===== src/rtl/nina_prog_pkg.sv =====
// nina_prog_pkg -- shared types and helpers for the NINA-W102 programming controller.
//   state_t    : sequencer states (IDLE, RST, BOOT_HOLD); encodings match the oMODE codes
//   MODE_*     : oMODE output codes
//   cnt_width  : width of the sequence counter, wide enough for the longest phase
package nina_prog_pkg;

  typedef enum logic [1:0] {
    ST_IDLE      = 2'b00,
    ST_RST       = 2'b01,
    ST_BOOT_HOLD = 2'b10
  } state_t;

  localparam logic [1:0] MODE_IDLE      = 2'b00;
  localparam logic [1:0] MODE_RST       = 2'b01;
  localparam logic [1:0] MODE_BOOT_HOLD = 2'b10;

  // Counter width = clog2(max(rst_cyc, hold_cyc, 2) + 1).
  function automatic int cnt_width(input int rst_cyc, input int hold_cyc);
    int m;
    m = (rst_cyc > hold_cyc) ? rst_cyc : hold_cyc;
    m = (m < 2) ? 2 : m;
    return $clog2(m + 1);
  endfunction

endpackage


===== src/rtl/nina_btn_debounce.sv =====
// nina_btn_debounce -- 2-flop synchroniser plus stability counter for one raw button.
//   clk    in  system clock
//   reset  in  synchronous active-high reset
//   btn_n  in  raw button, active-low, asynchronous
//   deb_n  out debounced level; changes only after the synchronised input has
//              differed from it for DEB_CYC consecutive cycles; resets to 1
module nina_btn_debounce #(
  parameter int DEB_CYC = 48000
) (
  input  logic clk,
  input  logic reset,
  input  logic btn_n,
  output logic deb_n
);

  localparam int CW = (DEB_CYC > 1) ? $clog2(DEB_CYC) : 1;
  localparam logic [CW-1:0] CNT_LAST = CW'(DEB_CYC - 1);

  logic [1:0]    sync_r;
  logic [CW-1:0] cnt_r;
  logic          deb_r;

  // Synchronise the button and count consecutive cycles it disagrees with the output.
  always_ff @(posedge clk) begin
    if (reset) begin
      sync_r <= 2'b11;
      cnt_r  <= {CW{1'b0}};
      deb_r  <= 1'b1;
    end else begin
      sync_r <= {sync_r[0], btn_n};
      if (sync_r[1] == deb_r) begin
        // Any return to the current level restarts the stability window.
        cnt_r <= {CW{1'b0}};
      end else if (cnt_r == CNT_LAST) begin
        deb_r <= sync_r[1];
        cnt_r <= {CW{1'b0}};
      end else begin
        cnt_r <= cnt_r + {{(CW-1){1'b0}}, 1'b1};
      end
    end
  end

  assign deb_n = deb_r;

endmodule


===== src/rtl/nina_prog_ctrl.sv =====
// nina_prog_ctrl -- NINA-W102 (ESP32) programming/boot controller.
// Muxes N_HOST host UARTs onto the ESP32 UART and sequences ESP32 EN (oESP_RSTn)
// and IO0 (oESP_BOOTn) from debounced buttons, power-on and optional DTR/RTS auto-reset.
// Optional feature macro: NINA_PROG_AUTORESET_EN (esptool-style DTR/RTS auto-reset).
// Ports:
//   iCLK, iRESET            clock, synchronous active-high reset
//   iSEL                    host select, sampled only while idle
//   iHOST_TX / oHOST_RX     host UART lines (one per host)
//   iHOST_DTRn / iHOST_RTSn host modem lines, active-low (used only with the macro)
//   iRESET_BTNn/iBOOT_BTNn  raw buttons, active-low
//   iESP_TX / oESP_RX       ESP32 UART
//   oESP_RSTn / oESP_BOOTn  ESP32 EN / IO0
//   oBUSY, oMODE            sequence status (00 idle, 01 reset, 10 boot hold)
module nina_prog_ctrl
  import nina_prog_pkg::*;
#(
  parameter int N_HOST        = 2,
  parameter int DEB_CYC       = 48000,
  parameter int RST_CYC       = 4800000,
  parameter int BOOT_HOLD_CYC = 2400000,
  localparam int SW = (N_HOST > 1) ? $clog2(N_HOST) : 1
) (
  input  logic              iCLK,
  input  logic              iRESET,
  input  logic [SW-1:0]     iSEL,
  input  logic [N_HOST-1:0] iHOST_TX,
  output logic [N_HOST-1:0] oHOST_RX,
  input  logic [N_HOST-1:0] iHOST_DTRn,
  input  logic [N_HOST-1:0] iHOST_RTSn,
  input  logic              iRESET_BTNn,
  input  logic              iBOOT_BTNn,
  input  logic              iESP_TX,
  output logic              oESP_RX,
  output logic              oESP_RSTn,
  output logic              oESP_BOOTn,
  output logic              oBUSY,
  output logic [1:0]        oMODE
);

  localparam int CW = cnt_width(RST_CYC, BOOT_HOLD_CYC);
  localparam logic [CW-1:0] RST_LAST  = CW'(RST_CYC - 1);
  localparam logic [CW-1:0] HOLD_LAST = CW'(BOOT_HOLD_CYC - 1);

  state_t            state_r, state_next;
  logic [CW-1:0]     cnt_r, cnt_next;
  logic              flag_r, flag_next;
  logic [SW-1:0]     sel_r, sel_in_s;
  logic [N_HOST-1:0] tx_s1_r, tx_s2_r;
  logic              esp_s1_r, esp_s2_r;
  logic              rst_deb_s, boot_deb_s, rst_prev_r;
  logic              btn_fall_s, boot_held_s, trig_s;
  logic              ar_trig_s, boot_cond_s;
  logic [N_HOST-1:0] host_rx_next;
  logic [1:0]        mode_next;

  logic              rstn_r, bootn_r, esp_rx_r, busy_r;
  logic [N_HOST-1:0] host_rx_r;
  logic [1:0]        mode_r;

  nina_btn_debounce #(.DEB_CYC(DEB_CYC)) u_rst_btn (
    .clk   (iCLK),
    .reset (iRESET),
    .btn_n (iRESET_BTNn),
    .deb_n (rst_deb_s)
  );

  nina_btn_debounce #(.DEB_CYC(DEB_CYC)) u_boot_btn (
    .clk   (iCLK),
    .reset (iRESET),
    .btn_n (iBOOT_BTNn),
    .deb_n (boot_deb_s)
  );

  // Out-of-range selects fall back to host 0.
  assign sel_in_s    = (int'(iSEL) < N_HOST) ? iSEL : {SW{1'b0}};
  assign btn_fall_s  = rst_prev_r & ~rst_deb_s;
  assign boot_held_s = ~boot_deb_s;
  assign trig_s      = btn_fall_s | ar_trig_s;

`ifdef NINA_PROG_AUTORESET_EN
  logic [N_HOST-1:0] dtrn_s1_r, dtrn_s2_r, rtsn_s1_r, rtsn_s2_r;
  logic              ar_cond_s, ar_prev_r;

  // esptool drives RTS with DTR released to pulse EN, and DTR with RTS released to pull IO0.
  assign ar_cond_s   = ~rtsn_s2_r[sel_r] &  dtrn_s2_r[sel_r];
  assign boot_cond_s = ~dtrn_s2_r[sel_r] &  rtsn_s2_r[sel_r];
  assign ar_trig_s   = ar_cond_s & ~ar_prev_r;

  // Synchronise host modem lines and remember the previous auto-reset condition.
  always_ff @(posedge iCLK) begin
    if (iRESET) begin
      dtrn_s1_r <= {N_HOST{1'b1}};
      dtrn_s2_r <= {N_HOST{1'b1}};
      rtsn_s1_r <= {N_HOST{1'b1}};
      rtsn_s2_r <= {N_HOST{1'b1}};
      ar_prev_r <= 1'b0;
    end else begin
      dtrn_s1_r <= iHOST_DTRn;
      dtrn_s2_r <= dtrn_s1_r;
      rtsn_s1_r <= iHOST_RTSn;
      rtsn_s2_r <= rtsn_s1_r;
      ar_prev_r <= ar_cond_s;
    end
  end
`else
  logic unused_modem_s;

  assign unused_modem_s = ^{iHOST_DTRn, iHOST_RTSn};
  assign ar_trig_s      = 1'b0;
  assign boot_cond_s    = 1'b0;
`endif

  // Sequencer next-state, counter and boot flag.
  always_comb begin
    state_next = state_r;
    cnt_next   = cnt_r;
    flag_next  = flag_r;
    case (state_r)
      ST_IDLE: begin
        if (trig_s) begin
          state_next = ST_RST;
          cnt_next   = {CW{1'b0}};
          flag_next  = boot_held_s;
        end else begin
          state_next = ST_IDLE;
        end
      end
      ST_RST: begin
        flag_next = flag_r | boot_held_s | boot_cond_s;
        if (cnt_r >= RST_LAST) begin
          cnt_next   = {CW{1'b0}};
          state_next = flag_next ? ST_BOOT_HOLD : ST_IDLE;
        end else begin
          cnt_next = cnt_r + {{(CW-1){1'b0}}, 1'b1};
        end
      end
      ST_BOOT_HOLD: begin
        if (cnt_r >= HOLD_LAST) begin
          cnt_next   = {CW{1'b0}};
          flag_next  = 1'b0;
          state_next = ST_IDLE;
        end else begin
          cnt_next = cnt_r + {{(CW-1){1'b0}}, 1'b1};
        end
      end
      default: begin
        state_next = ST_IDLE;
        cnt_next   = {CW{1'b0}};
        flag_next  = 1'b0;
      end
    endcase
  end

  // Mode code and host RX fan-out for the next registered output values.
  always_comb begin
    case (state_next)
      ST_IDLE:      mode_next = MODE_IDLE;
      ST_RST:       mode_next = MODE_RST;
      ST_BOOT_HOLD: mode_next = MODE_BOOT_HOLD;
      default:      mode_next = MODE_IDLE;
    endcase
    host_rx_next = {N_HOST{1'b1}};
    for (int i = 0; i < N_HOST; i++) begin
      if (SW'(i) == sel_r) begin
        host_rx_next[i] = esp_s2_r;
      end else begin
        host_rx_next[i] = 1'b1;
      end
    end
  end

  // State, counter, host latch, UART synchronisers and registered outputs.
  always_ff @(posedge iCLK) begin
    if (iRESET) begin
      state_r    <= ST_RST;
      cnt_r      <= {CW{1'b0}};
      flag_r     <= 1'b0;
      sel_r      <= {SW{1'b0}};
      rst_prev_r <= 1'b1;
      tx_s1_r    <= {N_HOST{1'b1}};
      tx_s2_r    <= {N_HOST{1'b1}};
      esp_s1_r   <= 1'b1;
      esp_s2_r   <= 1'b1;
      rstn_r     <= 1'b0;
      bootn_r    <= 1'b1;
      esp_rx_r   <= 1'b1;
      host_rx_r  <= {N_HOST{1'b1}};
      busy_r     <= 1'b1;
      mode_r     <= MODE_RST;
    end else begin
      state_r    <= state_next;
      cnt_r      <= cnt_next;
      flag_r     <= flag_next;
      sel_r      <= (state_r == ST_IDLE) ? sel_in_s : sel_r;
      rst_prev_r <= rst_deb_s;
      tx_s1_r    <= iHOST_TX;
      tx_s2_r    <= tx_s1_r;
      esp_s1_r   <= iESP_TX;
      esp_s2_r   <= esp_s1_r;
      // Outputs follow the next state so they line up with state_r.
      rstn_r     <= (state_next != ST_RST);
      bootn_r    <= (state_next != ST_BOOT_HOLD);
      esp_rx_r   <= (state_next == ST_RST) ? 1'b1 : tx_s2_r[sel_r];
      host_rx_r  <= host_rx_next;
      busy_r     <= (state_next != ST_IDLE);
      mode_r     <= mode_next;
    end
  end

  assign oESP_RSTn  = rstn_r;
  assign oESP_BOOTn = bootn_r;
  assign oESP_RX    = esp_rx_r;
  assign oHOST_RX   = host_rx_r;
  assign oBUSY      = busy_r;
  assign oMODE      = mode_r;

endmodule


===== config.mk =====
export PLATFORM = sky130hd
export DESIGN_NAME = nina_prog_ctrl
export DESIGN_NICKNAME = d
export VERILOG_FILES = /design/src/rtl/nina_prog_pkg.sv /design/src/rtl/nina_btn_debounce.sv /design/src/rtl/nina_prog_ctrl.sv
export SDC_FILE = /design/constraint.sdc
export NUM_CORES = 1
export LEC_CHECK = 0
export BUFFER_PORTS_ARGS = -buffer_cell sky130_fd_sc_hd__buf_4
export CAP_MARGIN = 30
export CELL_PAD_IN_SITES_DETAIL_PLACEMENT = 1
export CELL_PAD_IN_SITES_GLOBAL_PLACEMENT = 2
export CORE_MARGIN = 2
export CORE_UTILIZATION = 38
export CTS_BUF_LIST = sky130_fd_sc_hd__clkbuf_4 sky130_fd_sc_hd__clkbuf_8 sky130_fd_sc_hd__clkbuf_16
export CTS_CLUSTER_DIAMETER = 120
export DETAILED_ROUTE_END_ITERATION = 8
export PLACE_DENSITY = 0.85
export RECOVER_POWER = 100
export SLEW_MARGIN = 20
export SYNTH_ARGS = -nofsm -noshare
export SYNTH_HDL_FRONTEND = slang
export SYNTH_SLANG_ARGS = --single-unit

===== constraint.sdc =====
create_clock -name iCLK -period 2.5 [get_ports iCLK]
set_input_delay 0.125 -clock iCLK [delete_from_list [all_inputs] [get_ports iCLK]]
set_output_delay 0.125 -clock iCLK [all_outputs]
set_load 0.005 [all_outputs]

Word-level counts from Yosys, hierarchy flattened --
Cells that the tools add are included. Widths: inputs -> output; s select.
Storage, ports and cells: register bits 80, output and inout bits 8, input port bits 12
Cells by class: add/subtract/negate cells 3, reduce and logical (&&, ||, !) cells 10, bitwise logic cells 7, muxes and demuxes 15, equality and inequality tests 12, order comparisons 3
Operators by type and width (number):
- $mux 23 | 3
- $pmux 23 s3 | 1
- $add 16x1->16 const B | 2
- $eq 16x16->1 const B | 2
- $add 23x1->23 const B | 1
- $ge 23x22->1 const B | 1
- $ge 23x23->1 const B | 1
- $mux 2 | 3
- $ne 2x2->1 const B | 3
- $pmux 2 s3 | 1
- $reduce_and 2->1 | 3
- $reduce_or 2->1 | 3
- $reduce_or 3->1 | 2
- $mux 1 | 5
- $not 1->1 | 5
- $eq 2x1->1 const B | 2
- $eq 2x2->1 const B | 2
- $pmux 2 s2 | 1
- $pmux 1 s3 | 1
- $eq 1x1->1 | 2
- $logic_not 2->1 | 1
- $lt 1x2->1 const B | 1
- $ne 2x1->1 const B | 1
- $reduce_bool 2->1 | 1
- other kinds (2) | 2

Longest topological paths before layout --
depth after elaboration 7, mapped depth 9, mapped depth without buffers 8

Cells and area by module --
Synthesis repeated with hierarchy kept, for this count alone.
Unflattened totals: cell total of the unflattened synthesis 421, area, all modules 3816.2 µm²
By module, submodules not included:
- nina_prog_ctrl | times used 1, cells each 243, area an instance 2184.6 µm²
- nina_btn_debounce | times used 2, cells each 89, area an instance 815.8 µm²

Worst setup path after synthesis --
OpenSTA, ideal clock, no wires.
path kind flip-flop to flip-flop, start point register cnt_r[17], end point register bootn_r, in the netlist oESP_BOOTn, buffers on the path 2, slack 0.236 ns, library setup time 0.134 ns, arrival 2.130 ns, data required time 2.366 ns, period minus slack after synthesis 2.264 ns, cell stages (with the launch flop) 9, path through dfxtp_1 > buf_6 > or4_4 > nor4_2 > a22o_2 > o31ai_2 > buf_6 > a21oi_2 > or4b_1
Between the ends: word-level cells in the longest chain between the ends 4, elaborated cells on any way between the ends 6, those cells by class order compare (2); eq/ne (1); mux (3)
Ends and longest elaborated chain:
- from (decl) | RTL line nina_prog_ctrl.sv:45 | logic [CW-1:0] cnt_r, cnt_next;
- from (signal assigned) | RTL line nina_prog_ctrl.sv:176 | cnt_r <= {CW{1'b0}};
- from (signal assigned) | RTL line nina_prog_ctrl.sv:192 | cnt_r <= cnt_next;
- $ge 23x22->1 or $ge 23x23->1 (tied branches) | RTL line nina_prog_ctrl.sv:138, nina_prog_ctrl.sv:130
- $mux 2 (on tied branches) | RTL line nina_prog_ctrl.sv:138, nina_prog_ctrl.sv:130
- $pmux 2 s3 (*) | RTL line nina_prog_ctrl.sv:118 | case (state_r)
- $ne 2x2->1 (*) | RTL line nina_prog_ctrl.sv:202 | bootn_r <= (state_next != ST_BOOT_HOLD);
- to (signal assigned) | RTL line nina_prog_ctrl.sv:202
- to (decl) | RTL line nina_prog_ctrl.sv:56 | logic rstn_r, bootn_r, esp_rx_r, busy_r;
Every way passes the cells marked *; elsewhere a longest branch is shown, timed or not. A chain may end at the register's enable or synchronous reset.

Final worst setup path --
start point register cnt_r[17], end point register cnt_r[15]
Between the ends: word-level cells in the longest chain between the ends 3, elaborated cells on any way between the ends 5, those cells by class order compare (2); mux (3)
Ends and longest elaborated chain (RTL line):
- $ge 23x22->1 or $ge 23x23->1 (tied branches) | nina_prog_ctrl.sv:138, nina_prog_ctrl.sv:130
- $mux 23 (on tied branches) | nina_prog_ctrl.sv:138, nina_prog_ctrl.sv:130
- $pmux 23 s3 (*) | nina_prog_ctrl.sv:118
Marked as above.

==> impl_metrics.json <==
{
  "status": "completed",
  "drt_pass1_iterations": 4,
  "postRouteWirelength_um": 8196,
  "rows": 35,
  "worstSkewPairLatency_ns": 0.36,
  "tns_ns": 0,
  "synth.distinct_cells": 54,
  "powerDensity_nw_per_um2": 635.1,
  "synthArstFlopShare_pct": 0,
  "yosys_register_bits": 80,
  "initialDrtViolationCount": 102,
  "antenna_cells": 0,
  "ys.flop_type": "dfxtp_1",
  "cts_buffers": 9,
  "final-seq-area_um2": 1602,
  "multi_input_area_um2": 1858,
  "place_congestion": 0.7550,
  "relSlewSlack_pct": 43.58,
  "hold_violations": 0,
  "start_kind": "flop",
  "setup_viol": 0,
  "regToRegStartpoint": "cnt_r[17]",
  "cts_root_buf": "clkbuf_8",
  "p_leak_uw": 0.001537,
  "overflow": 0,
  "rr_worst_depth": 7,
  "synth_seq_area_share_pct": 44.31,
  "fillers": 1084,
  "min_path_type": "primary input to flop",
  "start_util_pct": 39.12,
  "die_w_um": 101.5,
  "die_area_um2": 10310,
  "rsz0062_at_grt": "false",
  "final_area_um2": 4233,
  "post_cts_buffers": 0,
  "critPathKind": "flop to flop",
  "clk_path_buf_depth": 2,
  "vdd_drop_max_mv": 0.3889,
  "fmax_mhz": 431.8,
  "synth_edf_count": 0,
  "dp_slack_ns": 0.1484,
  "io_pins": 20,
  "syn-num-nets": 430,
  "crit_start": "cnt_r[17]",
  "grt_pass1_vias": 3107,
  "dp_hpwl_um": 5490,
  "final_cell_mix": "dfxtp_1 (80), nor2_1 (58), nand2_1 (22)",
  "grt_max_degree": 30,
  "core_um2": 9240,
  "rrSetupSlack_ns": 0.18,
  "fin_hold_ws_ns": 0.1134,
  "htreeDepth": 3,
  "area_growth_pct": 17.10,
  "numPortBuffers": 15,
  "synth_warnings": 0,
  "cts_sinks": 80,
  "cts_tree": "yes",
  "post_drt_wl_per_cell_um": 14.20,
  "layout_commonest_cell": "dfxtp_1",
  "antenna_found_initial": 0,
  "max_cap_violations": 0,
  "syn-cell-area_um2": 3615,
  "whs_path_depth": 2,
  "critical_path.endpoint_type": "flop",
  "worstMarginPinSlew_ns": 0.8463,
  "placed_cell_area_um2": 3945,
  "drc_errors": 0,
  "die_h_um": 101.5,
  "cp_max_fo": 8,
  "crit_required_ns": 2.75,
  "drtAntennaViolNets": 0,
  "slew_violations": 0,
  "clk_pin_slew_ns": 0.09,
  "syn_inst": 411,
  "clock_skew_ns": 0.006198,
  "nNetsFinal": 462,
  "syn_avg_cell_area_um2": 8.795,
  "post_drt_via_cell_ratio": 5.262,
  "grt_pass1_wl_um": 14400,
  "min-delay-start": "iRESET",
  "period_share_pct": 92.65,
  "drive_gt1_share_pct": 18.75,
  "setup_ws_ns": 0.1839,
  "vias": 3036,
  "min_period_ns": 2.316,
  "critPathArrivalTime_ns": 2.56,
  "grtUsageTotal_pct": 17.49
}
[logic make-up after synthesis]
family / share of synthesized area, %
xor gates and xnor gates: 5.331
AOI/OAI and AO/OA: 17.10
muxes: 0.8654
and+or+nand+nor: 25.58
buffers and inverters: 4.396
adders and majority gates: 2.423
DFF: 44.31
[worst max-delay path, stage by stage, from the launching register on]
cell     delay (ns)
dfxtp_1        0.36
or4_4          0.57
nor4_1         0.29
a22o_2         0.22
o31ai_4        0.11
and2_2         0.27
buf_4          0.19
a22o_1         0.21
[layout make-up]
class                   count  share of cell area, %
multi-input cells         294                  43.90
flip-flops and latches     80                  37.84
repair buffers             39                  7.035
well taps                 129                  3.813
clock buffers               9                  2.926
clock inverters             7                  2.808
inverters                  19                  1.685
[power by group]
group	internal (µW)	switching, µW
Sequential	1300	16.3
Combinational	107	110
Clock	665	495
Total	2070	621
[flip-flops by register name (all words and copies together), names as in the netlist, 2 cells and up]
signal,cells
cnt_r,23
oHOST_RX,2
u_boot_btn.sync_r,2
u_boot_btn.cnt_r,16
tx_s2_r,2
state_r,2
u_rst_btn.sync_r,2
oMODE,2
u_rst_btn.cnt_r,16
tx_s1_r,2
[per-layer routing]
layer  part of all wire (%)  up-vias  global-route usage (%)
li1                       -     1529                       -
met1                     48     1479                   20.95
met2                     49       18                   30.31
met3                    1.9       10                   4.348
met4                    1.5        0                   6.237
met5                      0        -                       0
[metrics by stage]
stage               std cells  total power (µW)  utilization [%]
detailed placement        555              1556            42.69
floorplan                 411              1490                -
CTS                       577              2730            45.97
global route              577              2809            45.81
finish                    577              2688            45.81
global placement          555              1549            42.69
[cells in the mapped netlist (10+ instances only)]
cell type   n  area share, %
xor2_1     13            3.1
inv_1      19            2.0
nand3_1    21            2.9
or3_1      10            1.7
dfxtp_1    80             44
o21ai_0    13            1.8
nand2_1    22            2.3
a22o_1     18            4.4
a21oi_1    14            1.9
a31o_2     15            3.6
nand4_1    16            2.8
nor2_1     58            6.0
clkbuf_1   12            1.2
or2_2      15            2.6
[timing repair]
| action | 4_1_cts | 5_1_grt |
|---|---|---|
| hold endpoints to repair | 6 | 0 |
| setup endpoints to repair | 0 | 13 |
| gates resized for setup | 0 | 1 |
| hold buffers | 6 | 0 |
[final timing paths]
kind / end
worst max-delay path: cnt_r[15]
worst min-delay path: sel_r
worst max register to register: cnt_r[15]
worst min register to register: tx_s2_r[1]
No activity file was read; power rests on OpenSTA's default activity.
